**src/rtl/nt_chain_monitor.sv**
```systemverilog
// Multi-channel Nt-node monitor: registered NAND/NOR cone per channel with a delayed A path,
// plus a shared saturating activation counter and threshold flag. Build option: NT_MON_STICKY_EN.
module nt_chain_monitor #(
  parameter int CH    = 4,
  parameter int DEPTH = 2,
  parameter int CNT_W = 8
) (
  input  logic             I1470,
  input  logic             I1477,
  input  logic [CH-1:0]    in_a,
  input  logic [CH-1:0]    in_b,
  input  logic [CH-1:0]    in_c,
  input  logic [CH-1:0]    in_d,
  input  logic             en,
  input  logic             clr,
  input  logic [CNT_W-1:0] thr,
  output logic [CH-1:0]    out_q,
  output logic [CNT_W-1:0] hit_cnt,
  output logic             hit_sat,
  output logic             thr_flag
);

  localparam logic [CNT_W-1:0] CNT_MAX = '1;
  localparam logic [CNT_W-1:0] CNT_ONE = {{(CNT_W-1){1'b0}}, 1'b1};

  logic [CH-1:0][DEPTH-1:0] a_pipe;
  logic [CH-1:0]            b_r;
  logic [CH-1:0]            d_r;
  logic [CH-1:0]            a_l;
  logic [CH-1:0]            n;
  logic [CH-1:0]            m;
  logic [CH-1:0]            p;
  logic                     active;
  logic [CNT_W-1:0]         cnt_next;
  logic                     flag_hit;
  logic                     sat_hit;

  // The cone is plain bitwise logic; only the A tap needs to be pulled out of each pipe.
  always_comb begin
    for (int i = 0; i < CH; i++) begin
      a_l[i] = a_pipe[i][DEPTH-1];
    end
    n = ~(in_c & d_r);
    m = ~(b_r | n);
    p = ~(~a_l & m);
  end

  // Several channels active in one cycle still count as a single activation.
  assign active = ~(&out_q);

  always_comb begin
    cnt_next = hit_cnt;
    if (clr) begin
      cnt_next = '0;
    end else if (en && active && (hit_cnt != CNT_MAX)) begin
      cnt_next = hit_cnt + CNT_ONE;
    end
  end

  // Flags look at the next-state count so they rise on the same edge as hit_cnt.
  assign flag_hit = (thr != '0) && (cnt_next >= thr);
  assign sat_hit  = (cnt_next == CNT_MAX);

  // NOTE: every register here uses non-blocking assignment so all flops sample
  // pre-edge values; blocking assignments would let the A pipe collapse into one stage.
  always_ff @(posedge I1470) begin
    if (I1477) begin
      // NOTE: the pipes are ordinary flops (not memory), so they are cleared with the rest.
      a_pipe   <= '0;
      b_r      <= '0;
      d_r      <= '0;
      out_q    <= '0;
      hit_cnt  <= '0;
      hit_sat  <= 1'b0;
      thr_flag <= 1'b0;
    end else begin
      for (int i = 0; i < CH; i++) begin
        a_pipe[i][0] <= in_a[i];
        for (int s = 1; s < DEPTH; s++) begin
          a_pipe[i][s] <= a_pipe[i][s-1];
        end
      end
      b_r     <= in_b;
      d_r     <= in_d;
      out_q   <= p;
      hit_cnt <= cnt_next;
`ifdef NT_MON_STICKY_EN
      hit_sat  <= !clr && (hit_sat  || sat_hit);
      thr_flag <= !clr && (thr_flag || flag_hit);
`else
      hit_sat  <= sat_hit;
      thr_flag <= flag_hit;
`endif
    end
  end

endmodule

```
**config.mk**
```make
export PLATFORM = sky130hd
export DESIGN_NAME = nt_chain_monitor
export DESIGN_NICKNAME = d
export VERILOG_FILES = /design/src/rtl/nt_chain_monitor.sv
export SDC_FILE = /design/constraint.sdc
export NUM_CORES = 1
export LEC_CHECK = 0
export ABC_AREA = 0
export CAP_MARGIN = 25
export CORE_UTILIZATION = 44
export DETAILED_ROUTE_END_ITERATION = 7
export PLACE_DENSITY = 0.88
export SYNTH_ARGS = -nofsm -noshare
export SYNTH_HDL_FRONTEND = slang
export SYNTH_SLANG_ARGS = --single-unit
```
**constraint.sdc**
```tcl
create_clock -name I1470 -period 5.7 [get_ports I1470]
set_input_delay 0.855 -clock I1470 [delete_from_list [all_inputs] [get_ports I1470]]
set_output_delay 0.855 -clock I1470 [all_outputs]
set_load 0.02 [all_outputs]
```
Yosys cells after proc, flatten, opt, wreduce, memory -nomap -nowiden
Cells that the tools add are included.
{ "totals": {"reg_bits": 30, "out_inout_bits": 14, "wordCells": 29} }
{ "classes": {"addsub": 1, "n_lt_le_gt_ge": 1, "n_eq_ne": 2, "mux": 2, "n_bitwise": 8, "reduce_logical": 5} }
{ "ops": {"columns": ["op", "count"], "rows": [
  ["$mux 8", 2],
  ["$not 4->4", 4],
  ["$add 8x1->8 const B", 1],
  ["$and 4x4->4", 2],
  ["$eq 8x8->1 const B", 1],
  ["$ge 8x8->1", 1],
  ["$ne 8x8->1 const B", 1],
  ["$reduce_bool 8->1", 1],
  ["$or 4x4->4", 1],
  ["$reduce_and 4->1", 1],
  ["$logic_and 1x1->1", 3],
  ["$not 1->1", 1]
]} }

Logic depth before layout (Yosys ltp)
{ "depth": {"depth_word": 8, "depth_mapped": 11} }

Worst setup path before layout
Ideal clock, no wire load.
{ "synth_timing": {"kind": "input -> register", "from": "input clr", "to": "register thr_flag", "setup_ns": 0.142, "arrival_time_ns": 2.538, "slack_ns": 3.020, "stages": 9, "path_cell_list": "dlygate4sd1_1 -> and2b_1 -> mux2i_1 -> inv_1 -> ha_1 -> a2111oi_0 -> nand2_1 -> o211ai_1 -> a31oi_1"} }
{ "synth_via": {"elab_chain_len": 3} }
{ "synth_lines": {"columns": ["item", "line", "rtl"], "rows": [
  ["start: declaration", "15", "input logic clr,"],
  ["$mux 8", "53", "if (clr) begin"],
  ["named net cnt_next[4]", "34", "logic [CNT_W-1:0] cnt_next;"],
  ["$ge 8x8->1", "61", "assign flag_hit = (thr != '0) && (cnt_next >= thr);"],
  ["$logic_and 1x1->1", "61", null],
  ["end signal: assignment", "92", "thr_flag <= flag_hit;"],
  ["end: declaration", "20", "output logic thr_flag"]
]} }
The timed path passes the listed nets, and every way through them passes these cells.
A chain may end at the register's enable or synchronous reset.

Worst setup path after layout
{ "layout_timing": {"from": "input en", "to": "register thr_flag"} }
{ "layout_via": {"elab_chain_len": 6} }
{ "layout_lines": {"columns": ["item", "line", "rtl"], "rows": [
  ["start: declaration", "14", "input logic en,"],
  ["$logic_and 1x1->1 (2 in a row)", "55", "end else if (en && active && (hit_cnt != CNT_MAX)) begin"],
  ["$mux 8", "55", null],
  ["$mux 8", "53", null],
  ["named net cnt_next[5]", "34", null],
  ["$ge 8x8->1", "61", null],
  ["$logic_and 1x1->1", "61", null]
]} }
The timed path passes the listed nets, and every way through them passes these cells.

==> impl_metrics.tcl <==
set metrics [dict create \
    seq_area_um2 601 \
    worst_pin_slew_ns 0.795 \
    grt_first_pass_wirelength_um 4770 \
    routedWlPerCell_um 12.9 \
    vias 1164 \
    syn_to_final_growth_pct 35.8 \
    nNetsFinal 226 \
    fin_util 0.651 \
    relSlewSlack 0.468 \
    power_mw 0.402 \
    netlist_area_um2 1360 \
    yosys_register_bits 30 \
    die_h_um 57.5 \
    final.setup.worst_slack_ns 2.48 \
    num_io_pins 42 \
    dp_hpwl_um 2290 \
    cts_tree "yes" \
    antenna_found_initial 0 \
    drive_above_1_share 0.0737 \
    critPathCaptureType "flip-flop" \
    ys_seq_area_frac 0.443 \
    preCtsSetupSlack_ns 2.13 \
    grt_max_degree 26 \
    cts_buffers 5 \
    drtPass1Iterations 5 \
    drt_wl_total_um 2860 \
    cap_viol_max_count 0 \
    finalCritPeriodShare 0.565 \
    yosys_warnings 0 \
    p_leak_nw 0.763 \
    die_x_um 57.5 \
    layout_commonest_cell "clkdlybuf4s50_1" \
    drt_iter0_drc 43 \
    clock_sinks 30 \
    synth_area_per_cell_um2 9.29 \
    ctsRootBufferMaster "clkbuf_4" \
    final_hold_viol_count 0 \
    power.density_nw_per_um2 218 \
    initial_core_util 0.479 \
    hold_buffers 0 \
    ff2ff_path_depth 11 \
    worst-setup-path-type "input port to flip-flop" \
    finalSetupViolations 0 \
    gp_congestion 0.838 \
    synth.distinct_cells 38 \
    synthArstFlopShare 0 \
    synth_fp_nets 183 \
    grt_pass1_vias 1160 \
    violations "DRC" \
    drtAntennaViolNets 0 \
    period_minus_slack_ns 3.22 \
    fmax_mhz 310 \
    cts.clk_slew.worst_paths_ns 0.09 \
    cts_max_path_buffers 2 \
    rsz0062_at_grt "no" \
    hp-class "flip-flop to flip-flop" \
    coreArea_um2 2830 \
    peakVddDrop_v 0.000202 \
    vias_per_cell 5.27 \
    synth_edf_count 0 \
    min_path_cells 1 \
    synth_ff_type "dfxtp_1" \
    required_ns 5.89 \
    rows 19 \
    drv_slew 0 \
    grt_usage 0.192 \
    worstSetupStartpointType "input port" \
    drc 2 \
    fin_worst_skew_ns 0.00708 \
    tns_ns 0 \
    die_area_um2 3310 \
    multi_input_area_um2 679 \
    netlist_instances 146 \
    final_cell_mix "clkdlybuf4s50_1 (41), dfxtp_1 (30), nor2_1 (19), nor2b_1 (19), inv_1 (13)" \
    final_area_um2 1840 \
    cts_resized 0 \
    path_max_fanout 8 \
    cts_max_level 2 \
    num-fill-cells 242 \
    io_buffers 41 \
    clk_latency_ns 0.33 \
    cp_data_arrival_time_ns 3.41 \
    n_antenna_cell 0 \
    gr-total-overflow 0 \
    cts_setup_buffers 0 \
    status "finished with violations" \
    place_area_um2 1780 \
]
-- synth_stat cells, drive strengths merged (3+ instances only) --
cell    count  area, um2
nand4       3       25.0
nor2b      19        119
dfxtp      30        601
or2         3       18.8
nor2       19       71.3
ha          9        113
xnor2       4       35.0
nand3       3       15.0
o211ai      3       27.5
nand2       4       15.0
mux2i       3       30.0
a31oi       5       31.3
inv        13       48.8
-- stage by stage --
| stage | cells | hold WS (ns) |
|---|---|---|
| 2_1_floorplan | 146 | 0.399 |
| 3_3_place_gp | 213 | 0.404 |
| 3_5_place_dp | 213 | 0.410 |
| 4_1_cts | 221 | 0.421 |
| 5_1_grt | 221 | 0.426 |
| 6_report | 221 | 0.420 |
-- flip-flops by register name, summed over array words and instances (netlist names) --
name and flops:
hit_cnt 8, a_l 4, a_pipe 4, b_r 4
d_r 4, out_q 4, hit_sat 1, thr_flag 1
-- routing by layer --
layer  track usage  routed length, um  up-vias
li1              -                  -      578
met1         0.198               1160      546
met2         0.349               1480       34
met3        0.0703                166        6
met4        0.0801                 51        0
met5             0                  0        -
-- power by group --
group / switching, mW / internal [mW] / leakage [nW] / total (mW)
clock network: 0.0734 / 0.0592 / 0.0343 / 0.133
logic: 0.0193 / 0.0292 / 0.482 / 0.0485
registers: 0.00372 / 0.218 / 0.247 / 0.221
total: 0.0964 / 0.306 / 0.763 / 0.402
-- cell families after synthesis --
logic type,Yosys count,share of synthesized area
and+or+nand+nor,64,0.261
AOI/OAI and AO/OA,17,0.102
xor gates and xnor gates,5,0.0323
muxes,3,0.0221
DFF,30,0.443
buffers and inverters,18,0.0563
adders and majority gates,9,0.0830
-- worst paths after layout --
| path | start | to | slack [ns] |
|---|---|---|---|
| worst max register to register | hit_cnt[0]$_SDFF_PP0_ | thr_flag$_SDFF_PP0_ | 2.73 |
| worst max-delay path | en | thr_flag$_SDFF_PP0_ | 2.48 |
| worst min-delay path | d_r[0]$_SDFF_PP0_ | out_q[0]$_SDFF_PP0_ | 0.42 |
| worst min register to register | d_r[0]$_SDFF_PP0_ | out_q[0]$_SDFF_PP0_ | 0.42 |
-- worst max-delay path, stage by stage --
cell	delay (ns)
clkdlybuf4s50_1	0.53
o211ai_2	0.21
nor3_1	0.41
xnor2_1	0.18
nor2_1	0.08
ha_1	0.32
a2111oi_0	0.54
nand2_1	0.11
o211ai_1	0.12
a31oi_1	0.06
-- final cells by class --
cell class / count / share of cell area
multi-input combinational: 98 / 0.369
clock inverter: 2 / 0.00679
inverter: 13 / 0.0265
timing repair buffer: 41 / 0.223
tap: 31 / 0.0211
clock buffer: 6 / 0.0279
sequential: 30 / 0.326
Power figures use the tool's default switching activity.
